`src/rtl/dma_ch_scheduler.sv`:
```
// Round-robin DMA channel scheduler: programs the DMA over a register bus and polls for completion.
// Optional poll watchdog, enabled by defining DMA_SCHED_TIMEOUT_EN.
module dma_ch_scheduler #(
  parameter int          NUM_CH      = 4,
  parameter logic [31:0] REG_BASE    = 32'h400,
  parameter int          TIMEOUT_CYC = 1024
) (
  input  logic                  clk,
  input  logic                  rst_n,
  input  logic [NUM_CH-1:0]     req,
  input  logic [32*NUM_CH-1:0]  req_io_addr,
  input  logic [32*NUM_CH-1:0]  req_mem_addr,
  input  logic [15*NUM_CH-1:0]  req_w_count,
  input  logic [NUM_CH-1:0]     req_io_mem,
  output logic [NUM_CH-1:0]     gnt,
  output logic [NUM_CH-1:0]     ch_done,
  output logic [NUM_CH-1:0]     ch_err,
  output logic                  busy,
  output logic                  wr_en,
  output logic                  rd_en,
  output logic [31:0]           addr,
  output logic [31:0]           wdata,
  input  logic [31:0]           rdata
);
  localparam int CH_W = $clog2(NUM_CH);

  typedef enum logic [2:0] {
    S_IDLE, S_WR_IO, S_WR_MEM, S_WR_CTRL, S_WAIT, S_POLL_RD, S_POLL_CHK, S_FIN
  } state_t;

  state_t              state_r, state_s;
  logic [CH_W-1:0]     start_r, ch_r, sel_ch_s;
  logic                sel_found_s, latch_s, wait_r, to_s;
  logic [31:0]         io_r, mem_r;
  logic [14:0]         cnt_r;
  logic                dir_r;
  logic [NUM_CH-1:0]   gnt_s, done_s, err_s, ch_onehot_s;
  logic                busy_s, wr_s, rd_s;
  logic [31:0]         addr_s, wdata_s;
  logic                unused_s;

  assign ch_onehot_s = NUM_CH'(1) << ch_r;
  assign unused_s    = ^rdata[31:3];

  // Round-robin pick: first requester at or after start_r.
  always_comb begin
    sel_found_s = 1'b0;
    sel_ch_s    = '0;
    for (int k = 0; k < NUM_CH; k++) begin
      if (!sel_found_s && req[(int'(start_r) + k) % NUM_CH]) begin
        sel_found_s = 1'b1;
        sel_ch_s    = CH_W'((int'(start_r) + k) % NUM_CH);
      end else begin
        sel_found_s = sel_found_s;
      end
    end
  end

  // Next state, plus next values of the registered outputs.
  always_comb begin
    state_s = state_r;
    latch_s = 1'b0;
    gnt_s   = '0;
    done_s  = '0;
    err_s   = '0;
    case (state_r)
      // gnt is shown for one cycle in IDLE before the first write
      S_IDLE: begin
        if (gnt != '0) begin
          state_s = S_WR_IO;
        end else if (sel_found_s) begin
          latch_s = 1'b1;
          gnt_s   = NUM_CH'(1) << sel_ch_s;
        end else begin
          state_s = S_IDLE;
        end
      end
      S_WR_IO:   state_s = S_WR_MEM;
      S_WR_MEM:  state_s = S_WR_CTRL;
      S_WR_CTRL: state_s = S_WAIT;
      S_WAIT:    state_s = wait_r ? S_POLL_RD : S_WAIT;
      S_POLL_RD: state_s = S_POLL_CHK;
      S_POLL_CHK: begin
        if (rdata[2]) begin
          state_s = S_FIN;
          err_s   = ch_onehot_s;
        end else if (rdata[1] && !rdata[0]) begin
          state_s = S_FIN;
          done_s  = ch_onehot_s;
        end else if (to_s) begin
          state_s = S_FIN;
          err_s   = ch_onehot_s;
        end else begin
          state_s = S_POLL_RD;
        end
      end
      S_FIN:   state_s = S_IDLE;
      default: state_s = S_IDLE;
    endcase

    busy_s  = (state_s != S_IDLE);
    wr_s    = 1'b0;
    rd_s    = 1'b0;
    addr_s  = 32'h0;
    wdata_s = 32'h0;
    case (state_s)
      S_WR_IO:   begin wr_s = 1'b1; addr_s = REG_BASE + 32'h08; wdata_s = io_r;  end
      S_WR_MEM:  begin wr_s = 1'b1; addr_s = REG_BASE + 32'h0C; wdata_s = mem_r; end
      S_WR_CTRL: begin wr_s = 1'b1; addr_s = REG_BASE + 32'h04; wdata_s = {15'h0, dir_r, cnt_r, 1'b1}; end
      S_POLL_RD: begin rd_s = 1'b1; addr_s = REG_BASE + 32'h14; end
      default:   wr_s = 1'b0;
    endcase
  end

  // State, latched channel fields, round-robin pointer and registered outputs.
  always_ff @(posedge clk or negedge rst_n) begin
    if (!rst_n) begin
      state_r <= S_IDLE;
      start_r <= '0;
      ch_r    <= '0;
      io_r    <= 32'h0;
      mem_r   <= 32'h0;
      cnt_r   <= 15'h0;
      dir_r   <= 1'b0;
      wait_r  <= 1'b0;
      gnt     <= '0;
      ch_done <= '0;
      ch_err  <= '0;
      busy    <= 1'b0;
      wr_en   <= 1'b0;
      rd_en   <= 1'b0;
      addr    <= 32'h0;
      wdata   <= 32'h0;
    end else begin
      state_r <= state_s;
      wait_r  <= (state_r == S_WAIT) ? ~wait_r : 1'b0;
      gnt     <= gnt_s;
      ch_done <= done_s;
      ch_err  <= err_s;
      busy    <= busy_s;
      wr_en   <= wr_s;
      rd_en   <= rd_s;
      addr    <= addr_s;
      wdata   <= wdata_s;
      if (latch_s) begin
        ch_r  <= sel_ch_s;
        io_r  <= req_io_addr[32*sel_ch_s +: 32];
        mem_r <= req_mem_addr[32*sel_ch_s +: 32];
        cnt_r <= req_w_count[15*sel_ch_s +: 15];
        dir_r <= req_io_mem[sel_ch_s];
      end
      if (state_r == S_FIN) begin
        start_r <= (ch_r == CH_W'(NUM_CH - 1)) ? '0 : ch_r + CH_W'(1);
      end
    end
  end

`ifdef DMA_SCHED_TIMEOUT_EN
  localparam int WD_W = $clog2(TIMEOUT_CYC + 1);
  logic [WD_W-1:0] wd_r;

  // Watchdog: cleared on WAIT entry, saturating count while waiting or polling.
  always_ff @(posedge clk or negedge rst_n) begin
    if (!rst_n) begin
      wd_r <= '0;
    end else if (state_s == S_WAIT && state_r != S_WAIT) begin
      wd_r <= '0;
    end else if ((state_r == S_WAIT || state_r == S_POLL_RD || state_r == S_POLL_CHK) &&
                 wd_r != WD_W'(TIMEOUT_CYC)) begin
      wd_r <= wd_r + WD_W'(1);
    end else begin
      wd_r <= wd_r;
    end
  end

  assign to_s = (wd_r == WD_W'(TIMEOUT_CYC));
`else
  logic unused_to_s;
  assign to_s        = 1'b0;
  assign unused_to_s = (TIMEOUT_CYC > 0);
`endif

endmodule

```
`config.mk`:
```
export PLATFORM = sky130hd
export DESIGN_NAME = dma_ch_scheduler
export DESIGN_NICKNAME = d
export VERILOG_FILES = /design/src/rtl/dma_ch_scheduler.sv
export SDC_FILE = /design/constraint.sdc
export NUM_CORES = 1
export LEC_CHECK = 0
export ABC_AREA = 1
export CORE_AREA = 4 4 168 170
export CTS_CLUSTER_SIZE = 20
export DETAILED_ROUTE_END_ITERATION = 8
export DIE_AREA = 0 0 172 174
export GPL_ROUTABILITY_DRIVEN = 0
export HOLD_SLACK_MARGIN = 0.06
export PLACE_DENSITY_LB_ADDON = 0.3
export SETUP_SLACK_MARGIN = 0.02
export SLEW_MARGIN = 10
export SYNTH_ARGS = -nofsm -noshare
export SYNTH_HDL_FRONTEND = slang
export SYNTH_SLANG_ARGS = --single-unit
```
`constraint.sdc`:
```
create_clock -name clk -period 5.86 [get_ports clk]
set_input_delay 0.586 -clock clk [delete_from_list [all_inputs] [get_ports clk]]
set_output_delay 0.586 -clock clk [all_outputs]
set_load 0.02 [all_outputs]
```
# --- Yosys cells after proc, flatten, opt, wreduce, memory -nomap -nowiden ---
# Index checks and enable logic that the tools add are counted.
totals:
  register_bits: 167
  input_bits: 358
  out_inout_bits: 79
op_classes:
  add_sub_neg: 4
  multipliers: 1
  n_lt_le_gt_ge: 5
  eq_ne: 12
  shifts: 5
  muxes: 44
  bitwise: 4
  n_reduce_logical: 15
ops:
  columns: ["cell", "n"]
  rows:
  - ["$shiftx A128 B8 Y32", 2]
  - ["$pmux W32 S3", 1]
  - ["$shiftx A60 B7 Y15", 1]
  - ["$pmux W11 S4", 1]
  - ["$mux W4", 8]
  - ["$pmux W3 S8", 1]
  - ["$mux W1", 19]
  - ["$eq A3 B3 Y1 const B", 5]
  - ["$mux W2", 7]
  - ["$eq A3 B2 Y1 const B", 4]
  - ["$lt A3 B4 Y1 const B", 3]
  - ["$bmux W1 S2", 5]
  - ["$shl A1 B2 Y4 const A", 2]
  - ["$eq A3 B1 Y1 const B", 2]
  - ["$lt A2 B3 Y1 const B", 2]
  - ["$mul A4 B2 Y6 const A", 1]
  - ["$mux W3", 2]
  - ["$reduce_or A2 Y1", 3]
  - ["$add A2 B1 Y2 const B", 2]
  - ["$add A2 B2 Y2 const B", 2]
  - ["$logic_and A1 B1 Y1", 4]
  - ["$logic_not A1 Y1", 4]
  - ["$reduce_bool A4 Y1", 1]
  - ["$and A1 B1 Y1 const A", 3]
  - ["5 further kinds", 5]

# --- Depth between registers and ports, before layout ---
logic_depth:
  word_depth: 20
  ltp_mapped: 17
  ltp_nobuf: 14

# --- Worst setup path before layout ---
# No wires, ideal clock.
synth_timing:
  path_type: "in2reg"
  startpoint: "input req[3]"
  endpoint: "register io_r[0]"
  t_arrival_ns: 1.853
  path_slack_ns: 3.889
  cell_stages: 13
  n_path_buf: 2
  cell_sequence: "inv_1 -> nand2_1 -> nand3_1 -> nand2_2 -> inv_2 -> nand3_2 -> buf_2 -> clkbuf_1 -> nand4_1 -> nand3_1 -> nand2_1 -> nand2_1 -> nand2_1"
synth_via:
  elab_chain_len: 15
  word_cells_on_any_way: 29
synth_lines:
  columns: ["item", "line_no", "rtl"]
  rows:
  - ["start, declared", "10", "input logic [NUM_CH-1:0] req,"]
  - ["branches (longest 15 deep; another with $bmux W1 S2)", null, null]
  - ["end signal, assigned", "147", "io_r <= req_io_addr[32*sel_ch_s +: 32];"]
  - ["end, declared", "34", "logic [31:0] io_r, mem_r;"]
# Parallel ways; which one is timed is not known. The select of a mux whose other input is x is not followed.
# A chain may end at the register's enable or synchronous reset.

# --- Worst setup path after layout ---
layout_timing:
  startpoint: "register start_r[0]"
  endpoint: "register mem_r[22]"
layout_via:
  elab_chain_len: 15
  word_cells_on_any_way: 32
layout_lines:
  columns: ["item", "line_no", "rtl"]
  rows:
  - ["start, declared", "32", "logic [CH_W-1:0] start_r, ch_r, sel_ch_s;"]
  - ["start signal, assigned", "153", "start_r <= (ch_r == CH_W'(NUM_CH - 1)) ? '0 : ch_r + CH_W'(1);"]
  - ["branches (longest 15 deep; another with $add A2 B1 Y2)", null, null]
  - ["end signal, assigned", "148", "mem_r <= req_mem_addr[32*sel_ch_s +: 32];"]
  - ["end, declared", "34", null]
# Parallel ways; which one is timed is not known. The select of a mux whose other input is x is not followed.

==> summary.md <==
| Metric | Value |
|---|---|
| Number of core rows | `60` |
| Clk pwr share | `0.129` |
| DR pass1 iterations | `5` |
| Worst path cell trace | `inv_4 > nand2_1 > nand2_2 > nand2_1 > nand2_1 > nand2_1 > nand3_4 > nand3_4 > buf_4 > nand2_1 > nand3_1 > nand2_1 > nand2_1 > nand2_1` |
| CTS Sinks | `139` |
| Sequential Power Share | `0.198` |
| Yosys top cell by area | `dfrtp_1` |
| Hold Violations, Final | `0` |
| Crit-path slowest cell | `dfrtp_1` |
| Peak supply drop | `approximately 0.53 mV` |
| DRC | `0` |
| Worst setup SP type | `flop` |
| H-tree depth | `4` |
| R2R Setup Slk | `between 2 and 3 ns` |
| Total GRT Usage | `0.2314` |
| Filler instances | `2647` |
| Async set-reset flop share out of synthesis | `1.000` |
| Die Y | `174 um` |
| Core area | `about 27000 um2` |
| Leakage | `8.024 nW` |
| CTS tree | `yes` |
| List of most frequent post-synthesis cells | `565 x nand2_1, 343 x inv_1, 248 x nand3_1` |
| Worst-Skew Late Latency | `between 0.4 and 0.5 ns` |
| R2r endpoint | `mem_r[22]$_DFFE_PN0P_` |
| Vias/cell | `~4.9` |
| Count leader, synth | `nand2_1` |
| Worst hold path class | `input port to async pin` |
| Post-DRT Antenna Nets | `0` |
| Worst Clk Skew | `~0.0066 ns` |
| Tmin final | `~3.3 ns` |
| # port buffers | `around 380` |
| Switching power | `0.004333 W` |
| DP HPWL | `25.62 mm` |
| Final WL | `about 37 mm` |
| CTS Hold Buffers Added | `0` |
| WP data arrival | `approximately 3.6 ns` |
| Area occupied by multi-input gates | `4822 um2` |
| Setup TNS | `0 ns` |
| Register area share after synthesis | `0.3414` |
| Mean post-synth cell area | `~6.1 um2` |
| Post-synth EDFFs | `0` |
| Met3 wire length | `2.952 mm` |
| Max frequency | `a little over 300 MHz` |
| Number of CTS-inserted buffers | `17` |
| Status | `finished clean` |
| Worst Path Required | `between 6 and 7 ns` |
| CP dominant cell by count | `nand2_1` |
| Syn Std Cell Area | `approximately 10000 um2` |
| Drt first-iter violations | `716` |
| DR WL met2 | `about 18 mm` |
| Setup violators final | `0` |
| Top FF cell, synth | `dfrtp_1` |
| Worst path max stage delay | `approximately 0.6 ns` |
| FF-to-FF path depth | `14` |
| Number of synthesized register bits | `139` |
| Clock Path Buffers | `2` |
| Synth warn | `0` |
| IO Count | `437` |
| CP delay by family, top | `simple AND/OR/NAND/NOR gates` |
| Top-area cell type share of the netlist area | `0.3414` |
| CP Capture Type | `flop` |
| FF/Latch Area | `between 3000 and 4000 um2` |
| WS Path Type | `flop to flop` |
| Vias | `11317` |
| Unique masters post-synth | `23` |
| Setup repair bufs after CTS | `0` |
| Top Layer Used | `met5` |
| Routed WL per cell | `roughly 16 um` |
| Worst slew pin tran | `1.157 ns` |
| Clk pin slew, worst setup/hold paths | `about 0.060 ns` |
| Comb pwr share | `0.673` |
| Final nets | `about 2300` |
| Clk root buf | `clkbuf_16` |
| Layout area overhead | `42.56%` |
| Finished Cell Area | `14530 um2` |
| Post-CTS Resized | `0` |
| Vias in the first global route | `10527` |
| Max FO, Critical Path | `59` |
| Pwr dens | `~550 nW/um2` |
| Met1 wire length | `roughly 15 mm` |
| RSZ-0062 raised after global routing | `false` |
| Final setup margin | `approximately 2.6 ns` |
| Place WS | `approximately 2.1 ns` |
| WHS | `approximately 0.19 ns` |
| Period Utilization, post-route | `0.5578` |
| Die width | `172 um` |
| Top cells by area, synth | `dfrtp_1 34%, nand2_1 21%, inv_1 13%, nand3_1 12%, nand4_1 9.8%` |
| GR Overflow Total | `0` |
| Worst path depth | `14` |
| Switch share | `0.5448` |
| Starting Density | `0.3813` |
| Initial antenna violation count | `1` |
| Die area | `between 20000 and 30000 um2` |
| Final Max Tran Viols | `0` |
| Area after DPL | `around 14000 um2` |
| Cells after synthesis | `1657` |
| R2r startpoint | `start_r[0]$_DFFE_PN0N_` |
| Layout cells sized above 1 | `0.03310` |
| Maxcap violations | `0` |
| Int Pwr | `0.003620 W` |
| First-pass GRT wire length | `55.75 mm` |
| Largest net degree at the start of global routing | `163` |
| Diode count | `0` |
| WP buf/inv | `2` |
| Rel. slew slack | `0.2287` |
-- power by group through the flow --
stage / Sequential [W] / Clock [W] / Combinational (W)
final: 0.00158 / 0.00102 / 0.00535
after global routing: 0.00163 / 0.00109 / 0.00600
after CTS: 0.00158 / 0.00104 / 0.00540
after detailed placement: 0.00159 / 0 / 0.00538
after global placement: 0.00158 / 0 / 0.00530
after floorplan: 0.00165 / 0 / 0.00370
-- registers in the layout, indices dropped and copies added (netlist names) --
register / count
io_r: 32
mem_r: 32
wdata: 32
cnt_r: 15
addr: 4
ch_done: 4
ch_err: 4
gnt: 4
state_r: 3
ch_r: 2
start_r: 2
busy: 1
dir_r: 1
rd_en: 1
wait_r: 1
wr_en: 1
-- stage by stage --
stage	std cells	utilization	power [W]
after detailed placement	2273	0.5223	0.006968
after CTS	2305	0.5434	0.008022
after floorplan	1684	-	0.005347
after global placement	2273	0.5223	0.006881
final	2305	0.5435	0.007954
after global routing	2305	0.5435	0.008720
-- cell type report --
class	count	share of cell area
clock inverter	14	0.008613
clock buffer	18	0.03023
timing repair buffer	392	0.2697
multi-input combinational	1051	0.3320
sequential	139	0.2394
tap	341	0.02937
inverter	350	0.09070
-- cells by family (layout without fill, tap and decap cells) --
group / Yosys count / count (layout) / synth area share
DFF: 139 / 139 / 0.3414
adders and majority gates: 4 / 4 / 0.004912
AOI/OAI and AO/OA: 9 / 9 / 0.004420
and+or+nand+nor: 1010 / 1010 / 0.4478
other: 1 / 28 / 0.0003680
buffers and inverters: 494 / 774 / 0.2011
-- per-layer routing --
metal,track usage,vias to the layer above
met2,0.3915,417
met4,0.05568,2
met5,0,-
met3,0.05595,54
met1,0.2975,5168
li1,-,5676
-- how the worst max path moves through the flow --
stage,start,endpoint,slack [ns]
2_1_floorplan,req[3],io_r[0]$_DFFE_PN0P_,3.89
3_3_place_gp,req[3],io_r[20]$_DFFE_PN0P_,2.17
3_5_place_dp,req[2],io_r[20]$_DFFE_PN0P_,2.12
4_1_cts,start_r[0]$_DFFE_PN0N_,io_r[20]$_DFFE_PN0P_,2.48
5_1_grt,start_r[0]$_DFFE_PN0N_,mem_r[22]$_DFFE_PN0P_,2.17
6_report,start_r[0]$_DFFE_PN0N_,mem_r[22]$_DFFE_PN0P_,2.59
-- worst register-to-register path, cell delays in order, from the launching register on --
cell	delay, ns
dfrtp_1	0.60
inv_4	0.14
nand2_1	0.10
nand2_2	0.08
nand2_1	0.07
nand2_1	0.05
nand2_1	0.11
nand3_4	0.59
nand3_4	0.36
buf_4	0.51
nand2_1	0.15
nand3_1	0.18
nand2_1	0.09
nand2_1	0.07
nand2_1	0.05
-- cells in the final DEF, fill, tap and decap left out, types with 4 or more instances in the layout --
cell | Yosys | final
nor2_1 | 20 | 17
buf_4 | 40 | 11
inv_1 | 343 | 343
ha_1 | 4 | 4
nand2_1 | 565 | 564
clkdlybuf4s50_1 | 0 | 378
nand3_1 | 248 | 248
inv_6 | 0 | 6
dfrtp_1 | 139 | 139
conb_1 | 1 | 28
o21ai_0 | 7 | 7
inv_2 | 6 | 5
nand4_1 | 160 | 160
nor4_1 | 4 | 4
clkbuf_16 | 0 | 17
nor3_1 | 4 | 4
Power figures use the tool's default switching activity.
